$ cat src/rtl/distributed_fifo_v2.sv
// distributed_fifo_v2: ready/valid FIFO with arbitrary depth, level, threshold flags, flush and optional output register
module distributed_fifo_v2 #(
    parameter int WIDTH         = 8,
    parameter int DEPTH         = 512,
    parameter int AFULL_THRESH  = DEPTH - 2,
    parameter int AEMPTY_THRESH = 1,
    parameter int OUTPUT_REG    = 0
) (
    input  logic                       i_clock,
    input  logic                       i_reset,
    input  logic [WIDTH-1:0]           i_in_data,
    input  logic                       i_in_valid,
    output logic                       o_in_ready,
    output logic [WIDTH-1:0]           o_out_data,
    output logic                       o_out_valid,
    input  logic                       i_out_ready,
    input  logic                       i_flush,
    output logic [$clog2(DEPTH+1)-1:0] o_level,
    output logic                       o_almost_full,
    output logic                       o_almost_empty
);
    localparam int R  = DEPTH - OUTPUT_REG;
    localparam int PW = R > 1 ? $clog2(R) : 1;
    localparam int LW = $clog2(DEPTH + 1);
    localparam logic [1:0] INIT = 2'd0, EMPTY = 2'd1, NORMAL = 2'd2, FULL = 2'd3;

    logic [1:0]       state;
    logic [WIDTH-1:0] mem [R];
    logic [PW-1:0]    wptr, rptr;
    logic [LW-1:0]    level, ram_cnt, nl;
    logic [WIDTH-1:0] dout;
    logic             ov, wr, rd, pop;

    assign o_in_ready  = state == EMPTY || state == NORMAL;
    assign o_out_valid = OUTPUT_REG != 0 ? ov : level != '0;
    assign o_out_data  = OUTPUT_REG != 0 ? dout : mem[rptr];
    assign o_level     = level;
    assign wr          = i_in_valid && o_in_ready;
    assign rd          = o_out_valid && i_out_ready;
    // pop advances the RAM read side: a consumer read, or an output-register refill
    assign pop         = OUTPUT_REG != 0 ? (!ov || rd) && ram_cnt != '0 : rd;
    assign nl          = level + LW'(wr) - LW'(rd);

    always_ff @(posedge i_clock) begin
        if (wr)
            mem[wptr] <= i_in_data;
    end

    always_ff @(posedge i_clock) begin
        if (i_reset) begin
            state          <= INIT;
            wptr           <= '0;
            rptr           <= '0;
            level          <= '0;
            ram_cnt        <= '0;
            ov             <= 1'b0;
            dout           <= '0;
            o_almost_full  <= 1'b0;
            o_almost_empty <= 1'b1;
        end else if (i_flush) begin
            state          <= EMPTY;
            wptr           <= '0;
            rptr           <= '0;
            level          <= '0;
            ram_cnt        <= '0;
            ov             <= 1'b0;
            dout           <= '0;
            o_almost_full  <= 1'b0;
            o_almost_empty <= 1'b1;
        end else begin
            if (wr)
                wptr <= wptr == PW'(R - 1) ? '0 : wptr + 1'b1;
            if (pop)
                rptr <= rptr == PW'(R - 1) ? '0 : rptr + 1'b1;
            if (OUTPUT_REG != 0 && pop)
                dout <= mem[rptr];
            ov             <= pop || (ov && !rd);
            level          <= nl;
            ram_cnt        <= ram_cnt + LW'(wr) - LW'(pop);
            o_almost_full  <= nl >= LW'(AFULL_THRESH);
            o_almost_empty <= nl <= LW'(AEMPTY_THRESH);
            state          <= nl == '0 ? EMPTY : nl == LW'(DEPTH) ? FULL : NORMAL;
        end
    end
endmodule

$ cat config.mk
export PLATFORM = sky130hd
export DESIGN_NAME = distributed_fifo_v2
export DESIGN_NICKNAME = d
export VERILOG_FILES = /design/src/rtl/distributed_fifo_v2.sv
export SDC_FILE = /design/constraint.sdc
export NUM_CORES = 2
export LEC_CHECK = 0
export BUFFER_PORTS_ARGS = -buffer_cell sky130_fd_sc_hd__clkbuf_2
export CORE_MARGIN = 5
export CORE_UTILIZATION = 45
export DETAILED_ROUTE_END_ITERATION = 7
export PLACE_DENSITY = 0.58
export SLEW_MARGIN = 20
export SYNTH_ARGS = -nofsm -noshare
export SYNTH_HDL_FRONTEND = slang
export SYNTH_SLANG_ARGS = --single-unit
$ cat constraint.sdc
create_clock -name i_clock -period 4.31 [get_ports i_clock]
set_input_delay 1.0775 -clock i_clock [delete_from_list [all_inputs] [get_ports i_clock]]
set_output_delay 1.0775 -clock i_clock [all_outputs]
set_load 0.02 [all_outputs]
; ---- Word level (Yosys, flattened, before mapping)
; Memories as Yosys holds them, arrays and structs flattened. A register that Yosys moved wholly into a read port is not among the register bits.
; Cells that the tools add are included.
[classes]
n_addsub = 4
order_cmp = 2
n_eq_ne = 5
muxes = 9
reduce_logical = 7
[ops]
columns = cell, count
row1 = 9-bit 2-to-1 mux, 4
row2 = "9-bit by 1-bit adder with 9-bit output, second input constant", 2
row3 = "9-bit equality test, second input constant", 2
row4 = 10-bit by 1-bit adder with 10-bit output, 1
row5 = "10-bit equality test, second input constant", 1
row6 = "10-bit by 9-bit >= comparator with 1-bit output, second input constant", 1
row7 = "10-bit by 1-bit <= comparator with 1-bit output, second input constant", 1
row8 = 10-bit logical NOT, 1
row9 = 10-bit nonzero test, 1
row10 = 10-bit by 1-bit subtractor with 10-bit output, 1
row11 = 1-bit 2-to-1 mux, 5
row12 = 3-bit OR reduction, 1
row13 = "2-bit by 1-bit equality test with 1-bit output, second input constant", 1
row14 = "2-bit equality test, second input constant", 1
row15 = 1-bit logical AND, 2
row16 = 2-bit OR reduction, 1
row17 = 1-bit logical OR, 1
[totals]
n_memories = 1
out_inout_bits = 22
wordCells = 35
reg_bits = 32
ram_bits = 4096
[mem_list]
columns = memory, words, width, rd, rd_clocked_by_memory_dff, write_ports, line
row1 = mem, 512, 8, 1, 1, 1, 28  ; logic [WIDTH-1:0] mem [R];

; ---- Logic depth before layout (Yosys ltp)
[logic_depth]
depth_word = 9
depth_mapped = 18
mapped_depth_nobuf = 17

; ---- Worst setup path after synthesis
; No wires, ideal clock.
[synth_timing]
path_type = reg2reg
from = register level[6] (netlist: o_level[6])
to = register o_almost_empty
setup_slack_ns = 0.427
period_less_slack_ns = 3.883
required_time_ns = 4.194
t_arrival_ns = 3.767
path_buffers = 1
stages_incl_launch_ff = 19
cell_sequence = dfxtp_1 -> inv_1 -> ha_1 -> and4b_1 -> nand3_1 -> and2_1 -> clkbuf_1 -> ha_1 -> inv_1 -> ha_1 -> inv_1 -> fa_1 -> nand2b_1 -> a21oi_1 -> o21ai_0 -> a2111oi_0 -> or3_1 -> nand2_1 -> a41o_1
[synth_via]
elab_chain_cells = 4
word_cells_on_any_way = 5
classes_between = 2 x add/sub / 1 x order compare / 2 x reduce/logical
[synth_rtl]
columns = element, line
row1 = "start, declared", 30  ; logic [LW-1:0] level, ram_cnt, nl;
row2 = "start signal, assigned", 78  ; level <= nl;
row3 = 10-bit nonzero test, 35  ; assign o_out_valid = OUTPUT_REG != 0 ? ov : level != '0;
row4 = named net o_out_valid, 15  ; output logic o_out_valid,
row5 = 1-bit logical AND, 39  ; assign rd = o_out_valid && i_out_ready;
row6 = 10-bit by 1-bit subtractor with 10-bit output, 42  ; assign nl = level + LW'(wr) - LW'(rd);
row7 = 10-bit by 1-bit <= comparator with 1-bit output, 81  ; o_almost_empty <= nl <= LW'(AEMPTY_THRESH);
row8 = "end signal, assigned", 81
row9 = "end, declared", 20  ; output logic o_almost_empty
; The timed path passes the listed nets, and every way through them passes these cells.
; A chain may end at the register's enable or synchronous reset.

==> results_dict.tcl <==
set metrics [dict create \
    outcome "finished, violations left" \
    failed_checks "setup timing" \
    viasPerCell 5.90 \
    grt_pass1_wl_mm 612 \
    hold_depth 3 \
    clk_pin_slew_worst_paths_ns 0.06 \
    use_met2_pct 37.5 \
    hp-start "i_flush" \
    ant_nets 0 \
    area_growth_pct 20.1 \
    clockRootBuffer "clkbuf_16" \
    arrival_ns 4.25 \
    wl_mm 425 \
    hp-class "primary input to register" \
    wire_per_inst_um 31.2 \
    drc_errors 0 \
    max_freq_ghz 0.188 \
    syn_nets 7316 \
    place.gp.congestion 0.824 \
    r2r_cells 18 \
    rows 219 \
    die_area_mm2 0.368 \
    hold_end "state[0]$_SDFF_PP0_" \
    postPlaceCellArea_mm2 0.175 \
    netlist_instances 7281 \
    setup_ws_ns -1.02 \
    numPortBuffers 34 \
    ys_seq_area_share_pct 77.4 \
    synthFlopType "edfxtp_1" \
    cts_tree "yes" \
    cts_hold_buf 0 \
    first_pass_iters 6 \
    maxCapViolations 0 \
    r2r_slack_ns 0.54 \
    core_area_mm2 0.355 \
    setup_violations 8 \
    leakagePower_uw 0.0597 \
    worstSetupPathType "register to output port" \
    grt_remaining_overflow 0 \
    power.density_mw_per_mm2 466 \
    async_flop_share_pct 0 \
    track_usage_pct 23.0 \
    ys_warn_count 0 \
    final_common_cell "edfxtp_1" \
    peakVddDrop_uv 383 \
    final_cell_mix "edfxtp_1 (4096), mux4_2 (1024), buf_4 (1005)" \
    r2r-start "o_level[6]$_SDFF_PP0_" \
    fin_worst_skew_ns 0.0381 \
    tightest_slew_ns 1.22 \
    first_global_vias 82200 \
    fin_crit_ns 5.33 \
    cts_buffers 425 \
    num_vias 80400 \
    h-tree-depth 5 \
    stdcell_count 13600 \
    synth_edf_count 4096 \
    grt_use_met1_pct 32.9 \
    clkLatencyLatePin_ns 0.96 \
    crit_fanout 8 \
    synth-seq-cells 4137 \
    hold_viol 0 \
    slew_headroom_pct 18.8 \
    placedCellCount 12700 \
    syn_area_per_cell_um2 22.0 \
    antenna_found_initial 18 \
    worstSetupEndpointType "output port" \
    start_util_pct 45.1 \
    fillers 27000 \
    maxSlewViolCount 0 \
    cp_data_required_time_ns 3.23 \
    drive_above_1_share_pct 37.1 \
    design_area_mm2 0.192 \
    drt_iter0_drc 9638 \
    grt_start_max_net_pins 137 \
    r2r_end "state[0]$_SDFF_PP0_" \
    hpwl_mm 266 \
    rsz0062_at_grt "true" \
    finalPower_uw 89600 \
    synth.distinct_cells 51 \
    ios 35 \
    startpoint_type "register" \
    use_met3_pct 3.38 \
    period_share_pct 124 \
    cts.sinks 4137 \
    finish.utilization_pct 54.1 \
    die_w_um 606 \
    cts_buffer_depth 4 \
    dieHeight_um 606 \
    busiest_layer "met2" \
    final_net_count 8560 \
    synth_area_mm2 0.160 \
]
## cell usage after synthesis, types with 21 or more instances
master / number / area, um^2
o221ai_1: 110 / 963
edfxtp_1: 4096 / 123000
a211oi_1: 65 / 488
ha_1: 21 / 263
mux4_2: 1024 / 23100
buf_4: 81 / 608
o22a_1: 92 / 806
nand2_1: 50 / 188
dfxtp_1: 41 / 821
mux2_2: 142 / 1600
inv_1: 22 / 82.6
o2bb2ai_1: 30 / 263
a221oi_1: 84 / 736
clkbuf_1: 249 / 935
mux2i_1: 125 / 1250
nor4_1: 34 / 213
buf_1: 25 / 93.8
nor2b_1: 34 / 213
nand3_1: 24 / 120
o21ai_0: 120 / 601
nor2_1: 562 / 2110
buf_2: 97 / 485
## registers in the layout, indices dropped and copies added (netlist names), named ones only
name	count
mem	4096
o_almost_empty	1
o_almost_full	1
o_level	10
rptr	9
state	2
wptr	9
## metrics by stage
stage	hold WS, ns	TNS (ns)	setup WS [ns]
2_1_floorplan	0.473	0	0.427
3_3_place_gp	0.516	-7.50	-1.17
3_5_place_dp	0.518	-7.06	-1.03
4_1_cts	0.367	-8.69	-1.11
5_1_grt	0.468	-8.42	-1.10
6_report	0.450	-7.77	-1.02
## cell families (layout without fill, tap and decap cells)
| family | Yosys count | count (layout) | share of synthesized area [%] |
|---|---|---|---|
| other cells | 0 | 3 | 0 |
| flops | 4137 | 4137 | 77.4 |
| simple gates | 757 | 757 | 1.98 |
| buf+inv | 493 | 2084 | 1.51 |
| compound gates | 565 | 565 | 2.70 |
| mux | 1291 | 1291 | 16.2 |
| xor+xnor | 16 | 16 | 0.0876 |
| fa+ha+maj | 22 | 22 | 0.177 |
## area by class of cell
class	count	area [um^2]	share of cell area, %
well taps	4751	5940	3.09
multi-input cells	2651	36000	18.7
flip-flops and latches	4137	124000	64.4
repair buffers	1288	12800	6.66
inverters	22	82.6	0.0430
clock inverters	234	2190	1.14
clock buffers	540	11400	5.91
diodes	3	7.51	0.00391
## how the worst max path moves through the flow
stage,start,end
6_report,register,o_out_data[0]
5_1_grt,register,o_out_data[6]
4_1_cts,register,o_out_data[5]
3_5_place_dp,register,o_out_data[1]
3_3_place_gp,register,o_out_data[5]
2_1_floorplan,o_level[6]$_SDFF_PP0_,o_almost_empty$_SDFF_PP1_
## repair_timing
item / 4_1_cts / 5_1_grt
buffers inserted: 78 / 45
pin swaps: 52 / 37
gates resized for setup: 378 / 115
gates cloned: 17 / 0
endpoints found under the setup margin: 8 / 8
## report_power, final
part           leakage, uW  internal, uW  switching [uW]
clock              0.00661         20600           15300
combinational       0.0159          4920            4540
sequential          0.0371         44200            41.9
total               0.0597         69700           19900
## layer usage
layer | wire, um | vias to the layer above
met5 | 0 | -
met4 | 13400 | 0
met3 | 30700 | 597
met2 | 206000 | 3197
met1 | 174000 | 43300
li1 | - | 33300
## worst max-delay path, stage by stage (launching register included)
cell and delay, ns:
dfxtp_4 0.45, buf_12 0.21, buf_16 0.19, buf_16 0.16, buf_12 0.11, mux4_2 0.53
mux2_4 0.32, o221ai_4 0.24, a221oi_4 0.09, nor4_4 0.41, a22o_1 0.27, nor2_4 0.10
buf_6 0.14
No activity file was read; power rests on OpenSTA's default activity.
